==> src/rtl/if_id_pipe_stage_if.sv <==
// Fetch-to-decode handshake bundle: upstream valid/ready with PC/instruction,
// flush, and downstream valid/ready with the registered payload.
interface if_id_pipe_stage_if #(
   parameter int unsigned PC_W    = 10,
   parameter int unsigned INSTR_W = 32
);
   logic               in_valid;
   logic               in_ready;
   logic [PC_W-1:0]    in_pc;
   logic [INSTR_W-1:0] in_instr;
   logic               flush;
   logic               out_valid;
   logic               out_ready;
   logic [PC_W-1:0]    out_pc;
   logic [INSTR_W-1:0] out_instr;

   modport master (
      output in_valid, in_pc, in_instr, flush, out_ready,
      input  in_ready, out_valid, out_pc, out_instr
   );

   modport slave (
      input  in_valid, in_pc, in_instr, flush, out_ready,
      output in_ready, out_valid, out_pc, out_instr
   );
endinterface

==> src/rtl/if_id_pipe_stage.sv <==
// IF/ID pipeline register with valid/ready handshake, flush and bubble insertion.
// Define PIPE_SKID_EN for a two-entry skid buffer with a registered in_ready.
module if_id_pipe_stage #(
   parameter int unsigned              PC_W      = 10,
   parameter int unsigned              INSTR_W   = 32,
   parameter logic [INSTR_W-1:0]       NOP_INSTR = '0
) (
   input  logic              clk,
   input  logic              rst,
   if_id_pipe_stage_if.slave bus
);

   logic               out_valid_q;
   logic [PC_W-1:0]    out_pc_q;
   logic [INSTR_W-1:0] out_instr_q;
   logic               in_ready;
   logic               take_in;
   logic               take_out;

   assign bus.out_valid = out_valid_q;
   assign bus.out_pc    = out_pc_q;
   assign bus.out_instr = out_instr_q;
   assign bus.in_ready  = in_ready;
   assign take_in       = bus.in_valid && in_ready;

`ifdef PIPE_SKID_EN

   typedef enum logic [1:0] {EMPTY, ONE, FULL} state_t;

   state_t             state;
   logic               in_ready_q;
   logic [PC_W-1:0]    skid_pc;
   logic [INSTR_W-1:0] skid_instr;

   assign in_ready = in_ready_q;
   assign take_out = (state != EMPTY) && bus.out_ready;

   // in_ready_q tracks (next state != FULL) so it never depends on out_ready this cycle.
   always_ff @(posedge clk) begin
      if (rst) begin
         state       <= EMPTY;
         out_valid_q <= 1'b0;
         out_pc_q    <= '0;
         out_instr_q <= NOP_INSTR;
         skid_pc     <= '0;
         skid_instr  <= NOP_INSTR;
         in_ready_q  <= 1'b0;
      end else if (bus.flush) begin
         state       <= EMPTY;
         out_valid_q <= 1'b0;
         out_pc_q    <= '0;
         out_instr_q <= NOP_INSTR;
         skid_pc     <= '0;
         skid_instr  <= NOP_INSTR;
         in_ready_q  <= 1'b1;
      end else begin
         in_ready_q <= 1'b1;
         case (state)
            EMPTY: begin
               if (take_in) begin
                  state       <= ONE;
                  out_valid_q <= 1'b1;
                  out_pc_q    <= bus.in_pc;
                  out_instr_q <= bus.in_instr;
               end
            end
            ONE: begin
               if (take_in && take_out) begin
                  out_pc_q    <= bus.in_pc;
                  out_instr_q <= bus.in_instr;
               end else if (take_in) begin
                  state      <= FULL;
                  skid_pc    <= bus.in_pc;
                  skid_instr <= bus.in_instr;
                  in_ready_q <= 1'b0;
               end else if (take_out) begin
                  state       <= EMPTY;
                  out_valid_q <= 1'b0;
                  out_pc_q    <= '0;
                  out_instr_q <= NOP_INSTR;
               end
            end
            FULL: begin
               if (take_out) begin
                  state       <= ONE;
                  out_pc_q    <= skid_pc;
                  out_instr_q <= skid_instr;
               end else begin
                  in_ready_q <= 1'b0;
               end
            end
            default: begin
               state       <= EMPTY;
               out_valid_q <= 1'b0;
               out_pc_q    <= '0;
               out_instr_q <= NOP_INSTR;
            end
         endcase
      end
   end

`else

   typedef enum logic {EMPTY, ONE} state_t;

   state_t state;

   assign in_ready = (state == EMPTY) || bus.out_ready;
   assign take_out = (state != EMPTY) && bus.out_ready;

   always_ff @(posedge clk) begin
      if (rst || bus.flush) begin
         state       <= EMPTY;
         out_valid_q <= 1'b0;
         out_pc_q    <= '0;
         out_instr_q <= NOP_INSTR;
      end else if (take_in) begin
         state       <= ONE;
         out_valid_q <= 1'b1;
         out_pc_q    <= bus.in_pc;
         out_instr_q <= bus.in_instr;
      end else if (take_out) begin
         state       <= EMPTY;
         out_valid_q <= 1'b0;
         out_pc_q    <= '0;
         out_instr_q <= NOP_INSTR;
      end
   end

`endif

endmodule
==> src/flat_wrapper.sv <==
// flat-port wrapper written by rule: the top's interface ports become plain ports
module if_id_pipe_stage_flat 
#(
   parameter int unsigned              PC_W      = 10,
   parameter int unsigned              INSTR_W   = 32,
   parameter logic [INSTR_W-1:0]       NOP_INSTR = '0
)
  (clk, rst, bus_in_valid, bus_in_pc, bus_in_instr, bus_flush, bus_out_ready, bus_in_ready, bus_out_valid, bus_out_pc, bus_out_instr);
  if_id_pipe_stage_if #(.PC_W(PC_W), .INSTR_W(INSTR_W)) bus_i ();
  input  logic clk;
  input  logic rst;
  input wire logic [$bits(bus_i.in_valid)-1:0] bus_in_valid;
  input wire logic [$bits(bus_i.in_pc)-1:0] bus_in_pc;
  input wire logic [$bits(bus_i.in_instr)-1:0] bus_in_instr;
  input wire logic [$bits(bus_i.flush)-1:0] bus_flush;
  input wire logic [$bits(bus_i.out_ready)-1:0] bus_out_ready;
  output wire logic [$bits(bus_i.in_ready)-1:0] bus_in_ready;
  output wire logic [$bits(bus_i.out_valid)-1:0] bus_out_valid;
  output wire logic [$bits(bus_i.out_pc)-1:0] bus_out_pc;
  output wire logic [$bits(bus_i.out_instr)-1:0] bus_out_instr;
  assign bus_i.in_valid = bus_in_valid;
  assign bus_i.in_pc = bus_in_pc;
  assign bus_i.in_instr = bus_in_instr;
  assign bus_i.flush = bus_flush;
  assign bus_i.out_ready = bus_out_ready;
  assign bus_in_ready = bus_i.in_ready;
  assign bus_out_valid = bus_i.out_valid;
  assign bus_out_pc = bus_i.out_pc;
  assign bus_out_instr = bus_i.out_instr;
  if_id_pipe_stage #(.PC_W(PC_W), .INSTR_W(INSTR_W), .NOP_INSTR(NOP_INSTR)) u_core (.clk(clk), .rst(rst), .bus(bus_i));
endmodule
==> config.mk <==
export PLATFORM = sky130hd
export DESIGN_NAME = if_id_pipe_stage_flat
export DESIGN_NICKNAME = d
export VERILOG_FILES = /design/src/rtl/if_id_pipe_stage_if.sv /design/src/rtl/if_id_pipe_stage.sv /design/src/flat_wrapper.sv
export SDC_FILE = /design/constraint.sdc
export NUM_CORES = 1
export LEC_CHECK = 0
export BUFFER_PORTS_ARGS = -buffer_cell sky130_fd_sc_hd__clkbuf_2
export CELL_PAD_IN_SITES_DETAIL_PLACEMENT = 1
export CELL_PAD_IN_SITES_GLOBAL_PLACEMENT = 2
export CORE_ASPECT_RATIO = 2
export CORE_MARGIN = 1
export CORE_UTILIZATION = 26
export DETAILED_ROUTE_END_ITERATION = 8
export PLACE_DENSITY_LB_ADDON = 0.1
export SETUP_SLACK_MARGIN = 0.4
export SYNTH_ARGS = -nofsm -noshare
export SYNTH_HDL_FRONTEND = slang
export SYNTH_SLANG_ARGS = --single-unit
==> constraint.sdc <==
create_clock -name clk -period 2.9 [get_ports clk]
set_input_delay 0.58 -clock clk [delete_from_list [all_inputs] [get_ports clk]]
set_output_delay 0.58 -clock clk [all_outputs]
set_load 0.02 [all_outputs]
==> impl_metrics.json <==
{
  "slew-limit-headroom_pct": 70.9,
  "clkTransAtPathRegs_ns": 0.07,
  "finalCritPeriodShare_pct": 53.0,
  "swShare_pct": 23.6,
  "rsz0062_at_grt": "false",
  "fin_skew_ns": 0.00671,
  "register_area_sq_um": 861,
  "dr.first_iter.drc_count": 12,
  "rows": 37,
  "cellInternalPower_uw": 849,
  "async_flop_share_pct": 0,
  "grt_max_degree": 43,
  "cts_buffer_depth": 2,
  "antenna_found_initial": 0,
  "holdBufCountCts": 0,
  "syn_area_sq_um": 1390,
  "ant_nets": 0,
  "critPathLaunchType": "input port",
  "timing.final.crit_period_ns": 1.54,
  "fmax_mhz": 650,
  "drive_above_1_share_pct": 52.4,
  "overflow": 0,
  "synth_cells": 102,
  "synthTopCellsByArea": "dfxtp_1 62%, a22o_1 26%, buf_6 8.1%, nand2b_4 0.99%, o211a_1 0.72%",
  "ys_seq_elements": 43,
  "syn_nets": 149,
  "clkPwrFrac_pct": 33.7,
  "cts_buffers": 5,
  "worst-setup-path-type": "input port to output port",
  "numPortBuffers": 90,
  "cts_tree": "yes",
  "cp-end-kind": "output port",
  "crit_required_ns": 2.32,
  "hold_class": "flip-flop to flip-flop",
  "crit_chain": "clkbuf_2, nand2b_4, clkbuf_2",
  "outcome": "finished clean",
  "switching_power_uw": 262,
  "grt_pass1_wl_mm": 5.66,
  "arrival_ns": 0.96,
  "maxCapViolations": 0,
  "yosysUniqueCellTypes": 10,
  "ioPinCount": 91,
  "final_nets": 238,
  "max_stage_delay_ns": 0.15,
  "synth_edf_count": 0,
  "place_congestion": 0.634,
  "antenna_cells": 0,
  "multi_input_area_sq_um": 413,
  "combinationalPowerShare_pct": 10.3,
  "holdWs_ns": 0.481,
  "die_y_um": 105,
  "synth.largest_area_cell": "dfxtp_1",
  "routed_wirelength_mm": 3.59,
  "synth_flop_cell": "dfxtp_1",
  "finalSetupTns_ns": 0,
  "critPathBufInv": 2,
  "drt_first_pass_iters": 4,
  "post_cts_buffers": 0,
  "clock_latency_ns": 0.29,
  "area_growth_pct": 36.9,
  "hpwl_mm": 2.62,
  "seqPwrFrac_pct": 56.0,
  "setup_viol": 0,
  "worst_ir_drop_vdd_mv": 0.315,
  "ys_seq_area_share_pct": 61.9,
  "yosysMostFrequentCell": "dfxtp_1",
  "fp.dieArea_sq_um": 5660,
  "fillers": 598,
  "cellLeakagePower_uw": 0.000980,
  "drcViolationCount": 0,
  "path_delay_family": "buffers and inverters",
  "vias": 1187,
  "slowest_stage": "clkbuf_2",
  "h-tree-depth": 2,
  "clock_sinks": 43,
  "yosys-top-cells-count": "43 x dfxtp_1, 42 x a22o_1, 10 x buf_6",
  "cts_root_buf": "clkbuf_8",
  "crit_fanout": 3,
  "path_common_cell": "clkbuf_2",
  "grt_pass1_vias": 1255,
  "ctsResizeCount": 0,
  "synth_top_area_share_pct": 61.9,
  "hold_viol_final": 0,
  "p_per_area_nw_per_um2": 583,
  "track_usage_pct": 13.6,
  "synth_warnings": 0,
  "worstMarginPinSlew_ns": 0.437,
  "via_per_inst": 4.77,
  "core_area_sq_um": 5140,
  "start_util_pct": 27.1,
  "syn_area_per_cell_sq_um": 13.6,
  "wl_per_cell_um": 14.4,
  "die_width_um": 53.7,
  "drv_slew": 0
}
## state kept, by name, summed over array words and instances, names as in the netlist
| register | cells |
|---|---|
| u_core.bus.out_instr | 32 |
| u_core.bus.out_pc | 10 |
| u_core.bus.out_valid | 1 |
## cell usage in the layout, fill, tap and decap left out
| cell type | synthesis | layout |
|---|---|---|
| clkbuf_2 | 0 | 90 |
| dfxtp_1 | 43 | 43 |
| a22o_1 | 42 | 42 |
| clkbuf_8 | 0 | 6 |
| buf_4 | 0 | 2 |
| nand2b_4 | 1 | 1 |
| inv_1 | 1 | 1 |
| nand2_1 | 1 | 1 |
| nor2_1 | 1 | 1 |
| o211a_1 | 1 | 1 |
| and3_1 | 1 | 1 |
| a21boi_0 | 1 | 1 |
| clkinv_2 | 0 | 1 |
## routing by layer
metal | global-route usage (%) | share of wire, %
met5 | 0 | 0
met4 | 6.20 | 1.9
met3 | 3.46 | 7.3
met2 | 24.8 | 56
met1 | 13.3 | 35
## metrics by stage
stage / util [%] / setup WS [ns] / cell area (sq um) / total power [uW] / instances
after global placement: 35.3 / 1.30 / 1820 / 748 / 242
after CTS: 37.0 / 1.36 / 1900 / 1130 / 249
after floorplan: - / 1.45 / 1390 / 702 / 102
final: 37.0 / 1.36 / 1900 / 1110 / 249
after detailed placement: 35.3 / 1.19 / 1820 / 753 / 242
after global routing: 37.0 / 1.33 / 1900 / 1160 / 249
## power groups by stage
stage	Combinational, uW	Sequential [uW]	Clock [uW]
2_1_floorplan	42.5	659	0
3_3_place_gp	113	635	0
3_5_place_dp	117	635	0
4_1_cts	118	622	394
5_1_grt	125	625	413
6_report	115	622	374
## worst paths after layout
path | start | end | slack (ns) | depth (start not counted)
setup reg to reg | u_core.bus.out_valid$_SDFFE_PP0P_ | u_core.bus.out_instr[4]$_SDFFE_PP0P_ | 1.60 | 4
setup / recovery | bus_out_ready | bus_in_ready | 1.36 | 3
hold reg to reg | u_core.bus.out_instr[15]$_SDFFE_PP0P_ | u_core.bus.out_instr[15]$_SDFFE_PP0P_ | 0.48 | 1
hold / removal | u_core.bus.out_instr[15]$_SDFFE_PP0P_ | u_core.bus.out_instr[15]$_SDFFE_PP0P_ | 0.48 | 1
## area by class of cell
type	count	area share [%]
sequential	43	45.2
timing repair buffer	92	24.5
multi-input combinational	48	21.7
clock buffer	6	4.34
tap	58	3.81
clock inverter	1	0.263
inverter	1	0.197
## cells by family (layout without fill, tap and decap cells)
group / Yosys count / in the layout / synth area share, %
AOI/OAI and AO/OA: 44 / 44 / 27.7
DFF: 43 / 43 / 61.9
buffers and inverters: 11 / 100 / 8.37
and+or+nand+nor: 4 / 4 / 1.98
## worst register-to-register path: cells and delay by family, from the launching register on
family          cells  cell delay [ns]
simple gates        1             0.08
buf+inv             1             0.26
flops               1             0.42
compound gates      2             0.43
No activity file was read; power rests on OpenSTA's default activity.
